<file path="src/rtl/mem_pkg.sv">
// Shared encodings for the data-memory access path: access sizes, FSM states, alignment check.
// Pure declarations; no timing or flow-control behaviour of its own.
package mem_pkg;

  localparam logic [1:0] SIZE_BYTE = 2'b00;
  localparam logic [1:0] SIZE_HALF = 2'b01;
  localparam logic [1:0] SIZE_WORD = 2'b10;

  typedef enum logic [1:0] {
    ST_IDLE = 2'b00,
    ST_REQ  = 2'b01,
    ST_WAIT = 2'b10,
    ST_DONE = 2'b11
  } state_t;

  // Size 2'b11 has no legal encoding, so it is reported alongside misalignment.
  function automatic logic is_misaligned(input logic [1:0] size, input logic [1:0] a);
    case (size)
      SIZE_BYTE: is_misaligned = 1'b0;
      SIZE_HALF: is_misaligned = a[0];
      SIZE_WORD: is_misaligned = (a != 2'b00);
      default:   is_misaligned = 1'b1;
    endcase
  endfunction

endpackage

</file>
<file path="src/rtl/lane_align.sv">
// Byte-lane steering: store data replication/enables and load lane extraction with extension.
// Purely combinational; no flow control.
module lane_align
  import mem_pkg::*;
(
  input  logic [1:0]  st_size,
  input  logic [1:0]  st_a,
  input  logic [31:0] st_data,
  output logic [3:0]  st_be,
  output logic [31:0] st_wdata,
  input  logic [1:0]  ld_size,
  input  logic [1:0]  ld_a,
  input  logic        ld_signed,
  input  logic [31:0] ld_raw,
  output logic [31:0] ld_data
);

  logic [7:0]  ld_byte;
  logic [15:0] ld_half;

  always_comb begin
    st_be    = 4'b1111;
    st_wdata = st_data;
    case (st_size)
      SIZE_BYTE: begin
        st_be    = 4'b0001 << st_a;
        st_wdata = {4{st_data[7:0]}};
      end
      SIZE_HALF: begin
        st_be    = st_a[1] ? 4'b1100 : 4'b0011;
        st_wdata = {2{st_data[15:0]}};
      end
      default: ;
    endcase
  end

  always_comb begin
    case (ld_a)
      2'd0:    ld_byte = ld_raw[7:0];
      2'd1:    ld_byte = ld_raw[15:8];
      2'd2:    ld_byte = ld_raw[23:16];
      default: ld_byte = ld_raw[31:24];
    endcase
    ld_half = ld_a[1] ? ld_raw[31:16] : ld_raw[15:0];
    case (ld_size)
      SIZE_BYTE: ld_data = {{24{ld_signed & ld_byte[7]}}, ld_byte};
      SIZE_HALF: ld_data = {{16{ld_signed & ld_half[15]}}, ld_half};
      default:   ld_data = ld_raw;
    endcase
  end

endmodule

</file>
<file path="src/rtl/dmem_access_unit.sv">
// M-stage load/store to req/gnt/rvalid bus bridge; read stalls 3 cycles, write 2, at zero bus wait.
// Holds the pipeline via stallM until DONE; bus_req held until bus_gnt or timeout abort.
module dmem_access_unit
  import mem_pkg::*;
#(
  parameter int TIMEOUT = 255,
  parameter int CNT_W   = 8
) (
  input  logic        clk,
  input  logic        rst,
  input  logic        memreadM,
  input  logic        memwriteM,
  input  logic [1:0]  sizeM,
  input  logic        signedM,
  input  logic [31:0] addrM,
  input  logic [31:0] wdataM,
  output logic [31:0] mem_data,
  output logic        stallM,
  output logic        misalignM,
  output logic        bus_err,
  output logic        bus_req,
  output logic        bus_we,
  output logic [31:0] bus_addr,
  output logic [3:0]  bus_be,
  output logic [31:0] bus_wdata,
  input  logic        bus_gnt,
  input  logic        bus_rvalid,
  input  logic [31:0] bus_rdata
);

  state_t           state_q, state_d;
  logic             we_q;
  logic [31:0]      addr_q;
  logic [1:0]       a_q;
  logic [3:0]       be_q;
  logic [31:0]      wdata_q;
  logic [1:0]       size_q;
  logic             signed_q;
  logic [31:0]      rdata_q, rdata_d;
  logic [CNT_W-1:0] cnt_q, cnt_d;
  logic             err_q, err_d;
  logic             tmo_q, tmo_d;
  logic             capture;
  logic             op;
  logic             mis;
  logic             expired;
  logic [3:0]       st_be;
  logic [31:0]      st_wdata;
  logic [31:0]      ld_data;

  assign op      = memreadM | memwriteM;
  assign mis     = is_misaligned(sizeM, addrM[1:0]);
  assign expired = (cnt_q == CNT_W'(TIMEOUT - 1));

  lane_align u_lane_align (
    .st_size   (sizeM),
    .st_a      (addrM[1:0]),
    .st_data   (wdataM),
    .st_be     (st_be),
    .st_wdata  (st_wdata),
    .ld_size   (size_q),
    .ld_a      (a_q),
    .ld_signed (signed_q),
    .ld_raw    (rdata_q),
    .ld_data   (ld_data)
  );

  always_comb begin
    state_d   = state_q;
    stallM    = 1'b0;
    misalignM = 1'b0;
    mem_data  = 32'h0;
    capture   = 1'b0;
    cnt_d     = cnt_q;
    err_d     = err_q;
    tmo_d     = tmo_q;
    rdata_d   = rdata_q;
    case (state_q)
      ST_IDLE: begin
        cnt_d = '0;
        tmo_d = 1'b0;
        if (op && mis) begin
          misalignM = 1'b1;
        end else if (op) begin
          stallM  = 1'b1;
          capture = 1'b1;
          state_d = ST_REQ;
        end
      end
      ST_REQ: begin
        stallM = 1'b1;
        cnt_d  = cnt_q + CNT_W'(1);
        if (bus_gnt) begin
          state_d = we_q ? ST_DONE : ST_WAIT;
        end else if (expired) begin
          state_d = ST_DONE;
          tmo_d   = 1'b1;
          err_d   = 1'b1;
        end
      end
      ST_WAIT: begin
        stallM = 1'b1;
        cnt_d  = cnt_q + CNT_W'(1);
        if (bus_rvalid) begin
          rdata_d = bus_rdata;
          state_d = ST_DONE;
        end else if (expired) begin
          state_d = ST_DONE;
          tmo_d   = 1'b1;
          err_d   = 1'b1;
        end
      end
      ST_DONE: begin
        if (!we_q && !tmo_q) mem_data = ld_data;
        state_d = ST_IDLE;
      end
      default: state_d = ST_IDLE;
    endcase
    // Reset is asynchronous, so the combinational handshakes must drop with it too.
    if (!rst) begin
      stallM    = 1'b0;
      misalignM = 1'b0;
    end
  end

  always_ff @(posedge clk or negedge rst) begin
    if (!rst) begin
      state_q  <= ST_IDLE;
      we_q     <= 1'b0;
      addr_q   <= 32'h0;
      a_q      <= 2'b00;
      be_q     <= 4'h0;
      wdata_q  <= 32'h0;
      size_q   <= SIZE_BYTE;
      signed_q <= 1'b0;
      rdata_q  <= 32'h0;
      cnt_q    <= '0;
      err_q    <= 1'b0;
      tmo_q    <= 1'b0;
    end else begin
      state_q <= state_d;
      rdata_q <= rdata_d;
      cnt_q   <= cnt_d;
      err_q   <= err_d;
      tmo_q   <= tmo_d;
      if (capture) begin
        we_q     <= memwriteM;
        addr_q   <= {addrM[31:2], 2'b00};
        a_q      <= addrM[1:0];
        be_q     <= memwriteM ? st_be : 4'b1111;
        wdata_q  <= memwriteM ? st_wdata : 32'h0;
        size_q   <= sizeM;
        signed_q <= signedM;
      end
    end
  end

  assign bus_req   = (state_q == ST_REQ);
  assign bus_we    = we_q;
  assign bus_addr  = addr_q;
  assign bus_be    = be_q;
  assign bus_wdata = wdata_q;
  assign bus_err   = err_q;

endmodule

</file>
<file path="config.mk">
export PLATFORM = sky130hd
export DESIGN_NAME = dmem_access_unit
export DESIGN_NICKNAME = d
export VERILOG_FILES = /design/src/rtl/mem_pkg.sv /design/src/rtl/lane_align.sv /design/src/rtl/dmem_access_unit.sv
export SDC_FILE = /design/constraint.sdc
export NUM_CORES = 1
export LEC_CHECK = 0
export ABC_AREA = 1
export BUFFER_PORTS_ARGS = -buffer_cell sky130_fd_sc_hd__clkbuf_2
export CAP_MARGIN = 20
export CELL_PAD_IN_SITES_DETAIL_PLACEMENT = 1
export CELL_PAD_IN_SITES_GLOBAL_PLACEMENT = 1
export CORE_MARGIN = 4
export CORE_UTILIZATION = 39
export CTS_BUF_LIST = sky130_fd_sc_hd__clkbuf_8
export DETAILED_ROUTE_END_ITERATION = 12
export GPL_TIMING_DRIVEN = 0
export HOLD_SLACK_MARGIN = 0.1
export PLACE_DENSITY = 0.84
export SLEW_MARGIN = 20
export SYNTH_ARGS = -nofsm -noshare
export SYNTH_HDL_FRONTEND = slang
export SYNTH_SLANG_ARGS = --single-unit
</file>
<file path="constraint.sdc">
create_clock -name clk -period 2.65 [get_ports clk]
set_clock_uncertainty 0.1 [all_clocks]
set_input_delay 0.265 -clock clk [delete_from_list [all_inputs] [get_ports clk]]
set_output_delay 0.265 -clock clk [all_outputs]
set_load 0.03 [all_outputs]
</file>
Yosys cells after proc, flatten, opt, wreduce, memory -nomap -nowiden
Index checks and enable logic that the tools add are counted.

Register bits after elaboration: 116. Input port bits: 105. Output and inout bits: 105.

Add/sub/neg operators: 1. Equal/unequal tests: 13. Shift operators: 1. Multiplexer cells: 35. Bitwise operators: 3. Reductions and logical operators: 17.

Operators with widths (count): $pmux 32 s2 (2); $mux 32 (3); $pmux 8 s3 (1); $mux 16 (1); $pmux 8 s2 (1); $mux 1 (14); $mux 2 (5); $add 8x1->8 const B (1); $eq 2x1->1 const B (4); $eq 2x2->1 const B (4); $eq 8x8->1 const B (1); $logic_not 2->1 (4); $mux 4 (2); $ne 2x2->1 const B (4); $pmux 2 s4 (1); $pmux 4 s2 (1); $pmux 1 s3 (2); $reduce_and 3->1 (2); $reduce_bool 2->1 (3); $pmux 1 s2 (2); $reduce_and 2->1 (2); $shl 1x2->4 const A (1); $reduce_bool 3->1 (1); $and 1x1->1 (2); 4 further kinds (6).

Logic depth before layout (Yosys ltp)
Gate-level depths: netlist of run 1.

Word-level depth: 6. Mapped depth: 10. Depth with buffers taken out: 10.

Modules after synthesis
A second synthesis of run 1 with hierarchy kept.

Cells, all modules: 872. Area total of the unflattened synthesis: 6393.6 µm².

Modules (own cells, without submodules): dmem_access_unit (times used 1, cells an instance 624, area each 5118.7 µm², seq. area each 2902.8 µm²); lane_align (times used 1, cells an instance 248, area each 1275.0 µm², seq. area each 0.0 µm²).

Worst setup path before layout of run 1
OpenSTA, ideal clock, no wires.

Kind: reg-to-output. From: register state_q[0]. To: output stallM. Arrival: 1.742 ns. Data required time: 2.285 ns. Slack: 0.543 ns. Stages on the path, launching flop included: 9. Buffers on the path: 2. Cells stage by stage: dfrtp_1 > inv_1 > ha_1 > inv_1 > nor2_4 > nand2_4 > buf_8 > buf_6 > a21oi_1.

Cells in the longest elaborated chain, start to end: 4. Elaborated cells between the ends (all ways): 6. Classes of those cells: eq/ne (2); mux (2); reduce/logical (2).

Ends and longest elaborated chain: from (decl) (RTL line dmem_access_unit.sv:31) `state_t state_q, state_d;`; from (signal assigned) (RTL line dmem_access_unit.sv:141) `state_q <= state_d;`; $eq 2x1->1 or $eq 2x2->1 (tied branches) (RTL line dmem_access_unit.sv:78) `case (state_q)`; $reduce_or 2->1 (no source line); $pmux 1 s2 (*) (RTL line dmem_access_unit.sv:78); $mux 1 (*) (RTL line dmem_access_unit.sv:120) `if (!rst) begin`; to (decl) (RTL line dmem_access_unit.sv:18) `output logic stallM,`.

Every way passes the cells marked *; elsewhere a longest branch is shown, timed or not.

Worst setup path after layout of run 1
From: register state_q[1]. To: output stallM.

Same word-level chain as after synthesis.

==> results of run 1 <==
[cells by family (layout without fill, tap and decap cells)]
| group | count (synthesis) | count (layout) | synth area share (%) |
|---|---|---|---|
| xor+xnor | 1 | 1 | 0.150 |
| other cells | 1 | 4 | 0.0643 |
| flops | 116 | 116 | 49.8 |
| simple gates | 417 | 417 | 29.7 |
| compound gates | 108 | 108 | 11.1 |
| fa+ha+maj | 7 | 7 | 1.50 |
| buf+inv | 87 | 425 | 7.62 |
[layer usage]
metal,track usage (%),vias up,part of all wire (%)
li1,-,2981,-
met1,33.5,3142,39
met2,50.2,301,50
met3,8.06,66,7.9
met4,11.8,0,3.2
met5,0,-,0
[sequential cells by signal, indices dropped and copies added (netlist names), 2 cells and up]
register,cells
rdata_q,32
bus_wdata,32
bus_be,4
size_q,2
a_q,2
state_q,2
bus_addr,30
cnt_q,8
[worst paths after layout]
kind                         startpoint            end  slack [ps]  cells after the start
max                          state_q[1]         stallM         130                      9
min reg2reg                bus_addr[23]   bus_addr[23]         390                      2
min in group asynchronous           rst       cnt_q[2]         210                      2
max in group asynchronous           rst     state_q[1]        1510                      3
max reg2reg                  state_q[1]   bus_wdata[8]         380                     10
min                           memwriteM  bus_wdata[28]         130                      3
[power by group through the flow]
stage / logic, mW / registers, mW / clock network (mW)
2_1_floorplan: 2.03 / 3.80 / 0
3_5_place_dp: 4.15 / 3.06 / 0
3_3_place_gp: 4.03 / 3.04 / 0
4_1_cts: 4.31 / 3.05 / 1.87
5_1_grt: 4.83 / 3.19 / 1.97
6_report: 4.42 / 3.11 / 1.87
[placed cells by master (no fill, tap or decap), types with 3 or more instances in the layout]
cell	count
sky130_fd_sc_hd__nor3_1	3
sky130_fd_sc_hd__buf_2	8
sky130_fd_sc_hd__buf_6	9
sky130_fd_sc_hd__o221ai_1	15
sky130_fd_sc_hd__a21oi_1	26
sky130_fd_sc_hd__nand3_1	21
sky130_fd_sc_hd__inv_1	45
sky130_fd_sc_hd__nor2_2	10
sky130_fd_sc_hd__clkinv_4	5
sky130_fd_sc_hd__buf_4	5
sky130_fd_sc_hd__nand2_2	9
sky130_fd_sc_hd__o21ai_0	44
sky130_fd_sc_hd__o21ai_2	10
sky130_fd_sc_hd__o21ai_1	5
sky130_fd_sc_hd__clkbuf_1	11
sky130_fd_sc_hd__o22ai_1	3
sky130_fd_sc_hd__nor2_1	48
sky130_fd_sc_hd__nand2_1	309
sky130_fd_sc_hd__bufinv_16	4
sky130_fd_sc_hd__clkbuf_8	18
sky130_fd_sc_hd__dfrtp_1	115
sky130_fd_sc_hd__clkbuf_2	205
sky130_fd_sc_hd__ha_1	7
sky130_fd_sc_hd__dlygate4sd3_1	98
sky130_fd_sc_hd__inv_2	5
sky130_fd_sc_hd__or2_2	8
[critical path: stages, from the launching register on]
cell and delay, ps:
sky130_fd_sc_hd__dfrtp_2 450, sky130_fd_sc_hd__inv_1 90, sky130_fd_sc_hd__ha_1 170, sky130_fd_sc_hd__inv_1 100, sky130_fd_sc_hd__nor2_4 140, sky130_fd_sc_hd__nand2_4 70, sky130_fd_sc_hd__buf_8 150, sky130_fd_sc_hd__buf_6 150
sky130_fd_sc_hd__a21oi_1 170, sky130_fd_sc_hd__clkbuf_4 220
[what timing repair did]
item / 4_1_cts / 5_1_grt
gates resized for setup: 3 / 5
endpoints found under the setup margin: 25 / 14
gates cloned: 0 / 0
hold endpoints to repair: 215 / 0
hold buffers: 98 / 0
setup buffers: 1 / 0
pin swaps: 1 / 0
[layout make-up]
cell class,instances,area [um^2]
fill,1807,6010
sequential,116,2900
multi-input combinational,535,2490
timing repair buffer,306,2060
buffer,35,248
clock buffer,17,234
tap,184,230
clock inverter,15,206
inverter,52,200
antenna,2,5.00
==> out/summary.log, run 1 <==
INFO  synthesis      number_of_enable_type_register_cells_in_the_synthesized_netlist=0
INFO  synthesis      synth_area_leaders=sky130_fd_sc_hd__dfrtp_1 (50%), sky130_fd_sc_hd__nand2_1 (20%), sky130_fd_sc_hd__o21ai_0 (3.8%)
INFO  final_layout   final_design_area_no_fill=0.00857mm^2
INFO  synthesis      postSynth.topFlopCell=sky130_fd_sc_hd__dfrtp_1
INFO  routing        totalWireLength=24,200um
INFO  die            fp.coreArea=0.0146mm^2
INFO  placement      io_buf_count=206
INFO  routing        average_wire_per_standard_cell=19.2um
INFO  sta            rsz0062_at_grt=false
INFO  sta            slew_violations=0
INFO  sta            finalSetupViolations=0
INFO  power_and_ir_drop peakVddDrop=0.619mV
INFO  synthesis      post-synth-top-area-cell=sky130_fd_sc_hd__dfrtp_1
INFO  die            dieWidth=130um
INFO  clock_tree     cts_num_sinks=116
INFO  die            rows=44
INFO  sta            timing_hold_violations_final=0
INFO  placement      placedInstanceArea=0.00713mm^2
INFO  clock_tree     cell_chosen_for_the_clock_root=sky130_fd_sc_hd__clkbuf_8
INFO  placement      place_hpwl=14,500um
INFO  setup_path     worst_setup_path_start_kind=flip-flop
INFO  final_layout   finalCoreUtilization=58.8%
INFO  grt            grt_pass1_wl=37,500um
INFO  die            floorplan.initialDensity=40.0%
INFO  sta            layout_worst_path_cycle_share=95.1%
INFO  routing        drc_errors=0
INFO  routing        drtAntennaViolNets=0
INFO  placement      gp_routability_congestion=0.831
INFO  outcome        status=finished clean
INFO  synthesis      syn-instance-count=737
INFO  placement      dpl.cell_count=1,129
INFO  die            die-area=0.0170mm^2
INFO  clock_tree     path_clk_slew=80ps
INFO  setup_path     worst-endpoint-required=2290ps
INFO  sta            layout_min_cycle_time=2520ps
INFO  routing        vias=6,490
INFO  setup_path     crit_type=reg2out
INFO  grt            grt_antenna_before_repair=2
INFO  clock_tree     ctsLongestPathBuffers=2
INFO  sta            fin_tns_setup=0ps
INFO  power_and_ir_drop power.total=9.40mW
INFO  power_and_ir_drop switching_power=4.51mW
INFO  final_layout   fin_nets=1,175
INFO  placement      dpl_worst_slack=290ps
INFO  synthesis      sequential_area_share_after_synthesis=49.8%
INFO  power_and_ir_drop swShare=48.0%
INFO  sta            timing.hold.ws=126ps
INFO  run            drv.max_cap_violation_count=0
INFO  routing        drt-vias-per-instance=5.14
INFO  synthesis      post_synth_num_cell_types=36
INFO  power_and_ir_drop static-leakage-power=4.67nW
INFO  die            die-height=130um
INFO  sta            slew_headroom=63.2%
INFO  synthesis      netlist_area=0.00583mm^2
INFO  final_layout   area_delta_synth_final=47.1%
INFO  synthesis      postSynthRegisterBits=116
INFO  grt            gr-usage-all-layers=28.9%
INFO  routing        detail_route.iter0.violations=335
INFO  synthesis      post-synth-top-count-cell=sky130_fd_sc_hd__nand2_1
INFO  routing        dr.pass1.iters=4
INFO  power_and_ir_drop seq_power_share=33.1%
INFO  power_and_ir_drop p_int=4.89mW
INFO  final_layout   post_layout_nonfiller_instances=1,262
INFO  clock_tree     worst_skew_pair.late_latency=450ps
INFO  clock_tree     clock_tree.htree_level_count=4
INFO  clock_tree     cts_buffers=17
INFO  setup_path     cp.arrival=2150ps
INFO  sta            worst_pin_slew=552ps
INFO  min_path       hold_path_class=in2reg
INFO  synthesis      postSynthAreaPerCell=7.91um^2
INFO  setup_path     crit_path_max_fanout=10
INFO  setup_path     end_kind=output port
INFO  synthesis      total_number_of_yosys_warnings=0
INFO  clock_tree     cts_tree=done
INFO  power_and_ir_drop combinationalPowerShare=47.0%
INFO  synthesis      synth.top_cells.by_count=sky130_fd_sc_hd__nand2_1 (310), sky130_fd_sc_hd__dfrtp_1 (116), sky130_fd_sc_hd__nor2_1 (48), sky130_fd_sc_hd__inv_1 (47), sky130_fd_sc_hd__o21ai_0 (44)
INFO  final_layout   layout-drive-gt1-share=29.5%
INFO  grt            grt_start_max_net_pins=75
INFO  power_and_ir_drop clock_power_share=19.9%
INFO  grt            vias_in_the_first_global_route=7,027
INFO  synthesis      async_reset_ff_share=100%
INFO  die            io_pins=210
INFO  synthesis      area_share_of_the_leading_cell_type_in_the_synthesized_netlist=49.8%
INFO  grt            grt_overflow_total=0
INFO  power_and_ir_drop power-per-cell-area=1100mW/mm^2
INFO  sta            fin_ws=131ps
INFO  sta            fmax=397MHz
(Power assumes the default switching activity.)
==> run 2: changes to the inputs <==
- CORE_UTILIZATION: 39 -> 40
- PLACE_DENSITY: 0.84 -> 0.85
- SYNTH_HIERARCHICAL: default -> 1
- TNS_END_PERCENT: default -> 100
==> out/summary.log, run 2 <==
INFO  power_and_ir_drop power.total=9.93mW
INFO  sta            slew_headroom=57.1%
INFO  die            die-area=0.0181mm^2
INFO  final_layout   top_library_cells_by_usage_in_the_layout_fill_and_taps_aside=sky130_fd_sc_hd__nand2_1 (368), sky130_fd_sc_hd__clkbuf_2 (205), sky130_fd_sc_hd__dfrtp_1 (115)
INFO  synthesis      total_number_of_yosys_warnings=6
INFO  synthesis      synth_top_family_by_area=simple AND/OR/NAND/NOR gates
INFO  grt            grt_antenna_before_repair=0
INFO  setup_path     end_kind=output port
INFO  setup_path     cp.arrival=2180ps
INFO  placement      placedInstanceArea=0.00773mm^2
INFO  grt            grt_overflow_total=0
INFO  synthesis      yosys.area_share.simple=31.6%
INFO  setup_path     worst-endpoint-required=2290ps
INFO  routing        drt-vias-per-instance=4.94
INFO  setup_path     crit_path_max_fanout=10
INFO  final_layout   area_delta_synth_final=40.9%
INFO  routing        average_wire_per_standard_cell=17.8um
INFO  power_and_ir_drop peakVddDrop=0.504mV
INFO  sta            layout_worst_path_cycle_share=96.1%
INFO  sta            rsz0062_at_grt=false
INFO  die            floorplan.initialDensity=41.4%
INFO  die            dieWidth=134um
INFO  sta            finalSetupViolations=0
INFO  sta            worst_pin_slew=642ps
INFO  outcome        status=finished clean
INFO  die            rows=45
INFO  synthesis      post_synth_num_cell_types=33
INFO  power_and_ir_drop switching_power=4.82mW
INFO  sta            layout_min_cycle_time=2550ps
INFO  synthesis      syn-instance-count=872
INFO  placement      gp_routability_congestion=0.860
INFO  setup_path     slowest_delay=430ps
INFO  setup_path     critical-path-slowest-cell=sky130_fd_sc_hd__dfrtp_2
INFO  synthesis      synthAdderAreaFrac=1.37%
INFO  clock_tree     cts_num_sinks=116
INFO  clock_tree     path_clk_slew=80ps
INFO  setup_path     worst_setup_path_start_kind=flip-flop
INFO  final_layout   finalCoreUtilization=58.4%
INFO  synthesis      synth.top_cells.by_count=sky130_fd_sc_hd__nand2_1 (368), sky130_fd_sc_hd__dfrtp_1 (116), sky130_fd_sc_hd__inv_1 (100), sky130_fd_sc_hd__nor2_1 (53), sky130_fd_sc_hd__o21ai_1 (48)
INFO  grt            vias_in_the_first_global_route=7,619
INFO  final_layout   diodes=0
INFO  placement      io_buf_count=206
INFO  power_and_ir_drop seq_power_share=32.0%
INFO  synthesis      postSynth.topFlopCell=sky130_fd_sc_hd__dfrtp_1
INFO  grt            grt_start_max_net_pins=90
INFO  placement      place_hpwl=16,200um
INFO  synthesis      sequential_area_share_after_synthesis=45.4%
INFO  clock_tree     clock_tree.htree_level_count=4
INFO  die            die-height=134um
INFO  synthesis      synth_area_leaders=sky130_fd_sc_hd__dfrtp_1 (45%), sky130_fd_sc_hd__nand2_1 (22%), sky130_fd_sc_hd__inv_1 (5.9%)
INFO  setup_path     timing.reg2reg.setup_slack=650ps
INFO  clock_tree     ctsLongestPathBuffers=2
INFO  power_and_ir_drop clock_power_share=19.1%
INFO  final_layout   layout_commonest_cell=sky130_fd_sc_hd__nand2_1
INFO  grt            grt_pass1_wl=40,500um
INFO  routing        drtAntennaViolNets=0
INFO  die            io_pins=210
INFO  synthesis      postSynthAreaPerCell=7.33um^2
INFO  synthesis      async_reset_ff_share=100%
INFO  final_layout   final_design_area_no_fill=0.00901mm^2
INFO  setup_path     critPathMostFrequentCell=sky130_fd_sc_hd__nor2_1
INFO  run            drv.max_cap_violation_count=0
INFO  synthesis      netlist_area=0.00639mm^2
INFO  synthesis      number_of_enable_type_register_cells_in_the_synthesized_netlist=0
INFO  power_and_ir_drop swShare=48.5%
INFO  die            fp.coreArea=0.0154mm^2
INFO  min_path       hold_path_class=in2reg
INFO  power_and_ir_drop power-per-cell-area=1100mW/mm^2
INFO  final_layout   fin_nets=1,293
INFO  setup_path     crit_path_cell_trace=ha_2 > inv_1 > nor2_1 > nand2_1 > buf_2 > nor2_1 > clkbuf_2
INFO  setup_path     crit_type=reg2out
INFO  synthesis      postSynthRegisterBits=116
INFO  synthesis      post-synth-top-count-cell=sky130_fd_sc_hd__nand2_1
INFO  routing        detail_route.iter0.violations=283
INFO  synthesis      area_share_of_the_leading_cell_type_in_the_synthesized_netlist=45.4%
INFO  clock_tree     cts_tree=done
INFO  sta            slew_violations=0
INFO  synthesis      post-synth-top-area-cell=sky130_fd_sc_hd__dfrtp_1
INFO  clock_tree     cell_chosen_for_the_clock_root=sky130_fd_sc_hd__clkbuf_8
INFO  power_and_ir_drop static-leakage-power=5.05nW
INFO  routing        totalWireLength=25,100um
INFO  routing        vias=6,945
INFO  sta            timing_hold_violations_final=0
INFO  grt            gr-usage-all-layers=28.5%
INFO  routing        dr.pass1.iters=5
INFO  routing        drc_errors=0
INFO  clock_tree     worst_skew_pair.late_latency=450ps
INFO  clock_tree     cts_buffers=17
INFO  synthesis      synth_compound_gate_area_share=9.78%
INFO  synthesis      yosys.area_share.xor_xnor=0.137%
INFO  power_and_ir_drop combinationalPowerShare=48.9%
INFO  sta            fmax=393MHz
INFO  synthesis      synth.area.mux_share=0%
INFO  power_and_ir_drop p_int=5.11mW
INFO  final_layout   layout-drive-gt1-share=26.2%
run 2: cell count changes in the layout (fill, tap and decap cells not counted), moves of 9 or more:
| cell | before | now |
|---|---|---|
| sky130_fd_sc_hd__nand3_2 | 2 | 20 |
| sky130_fd_sc_hd__o21ai_1 | 5 | 48 |
| sky130_fd_sc_hd__o221ai_1 | 15 | 0 |
| sky130_fd_sc_hd__nand2_1 | 309 | 368 |
| sky130_fd_sc_hd__inv_1 | 45 | 100 |
| sky130_fd_sc_hd__nor2_2 | 10 | 1 |
| sky130_fd_sc_hd__dlygate4sd3_1 | 98 | 83 |
| sky130_fd_sc_hd__a21oi_1 | 26 | 11 |
| sky130_fd_sc_hd__o211ai_1 | 0 | 10 |
run 2: layer usage:
metal | global-route usage, % | wire [um] | up-vias
met5 | 0 | 0 | -
met4 | 12.3 | 950 | 0
met3 | 7.61 | 1560 | 61
met2 | 50.0 | 12700 | 251
met1 | 32.8 | 9860 | 3332
li1 | - | - | 3301
run 2: final cells by class:
class,count,area [um^2]
buffer,52,354
multi-input combinational,601,2760
timing repair buffer,290,1900
fill,1993,6420
clock buffer,18,248
clock inverter,14,200
sequential,116,2900
inverter,103,387
tap,211,264
run 2: stage by stage:
stage | std cells | setup slack [ps] | setup TNS (ps) | hold WS (ps)
4_1_cts | 1406 | 20.3 | 0 | 102
3_3_place_gp | 1290 | -862 | -74310 | 363
2_1_floorplan | 873 | 699 | 0 | -131
3_5_place_dp | 1291 | 445 | 0 | 78.9
6_report | 1405 | 104 | 0 | 134
5_1_grt | 1405 | 0.472 | 0 | 135
run 2: worst max-delay path: cells and delay by family, from the launching register on:
kind / cells / cell delay [ps]
buffers and inverters: 3 / 620
adder cells (fa/ha/maj): 1 / 270
flip-flops: 1 / 430
AND/OR/NAND/NOR: 3 / 420
run 2: power by group through the flow:
stage	registers [mW]	clock network (mW)	logic (mW)
CTS	3.14	1.91	4.78
floorplan	3.94	0	2.30
global placement	3.13	0	4.50
detailed placement	3.16	0	4.64
global route	3.27	2.01	5.32
finish	3.18	1.89	4.85
run 2: cells by family after synthesis:
kind of cell	count (synthesis)
AOI/OAI and AO/OA	114
other	1
buffers and inverters	156
and+or+nand+nor	477
DFF	116
adders and majority gates	7
xor gates and xnor gates	1
run 2: path summary, 6_finish.rpt:
path | endpoint | cells after the start | start
setup / recovery | mem_data[15] | 7 | state_q[1]
max in group asynchronous | rdata_q[21] | 3 | rst
min in group asynchronous | bus_addr[11] | 2 | rst
hold reg to reg | bus_err | 1 | bus_err
setup reg to reg | bus_addr[12] | 5 | state_q[0]
hold / removal | bus_wdata[3] | 4 | wdataM[3]
run 2: repair_timing:
item,CTS,global route
endpoints found under the setup margin,3,31
buffers inserted,0,0
resized for setup,2,2
endpoints found under the hold margin,201,0
hold buffers,83,0
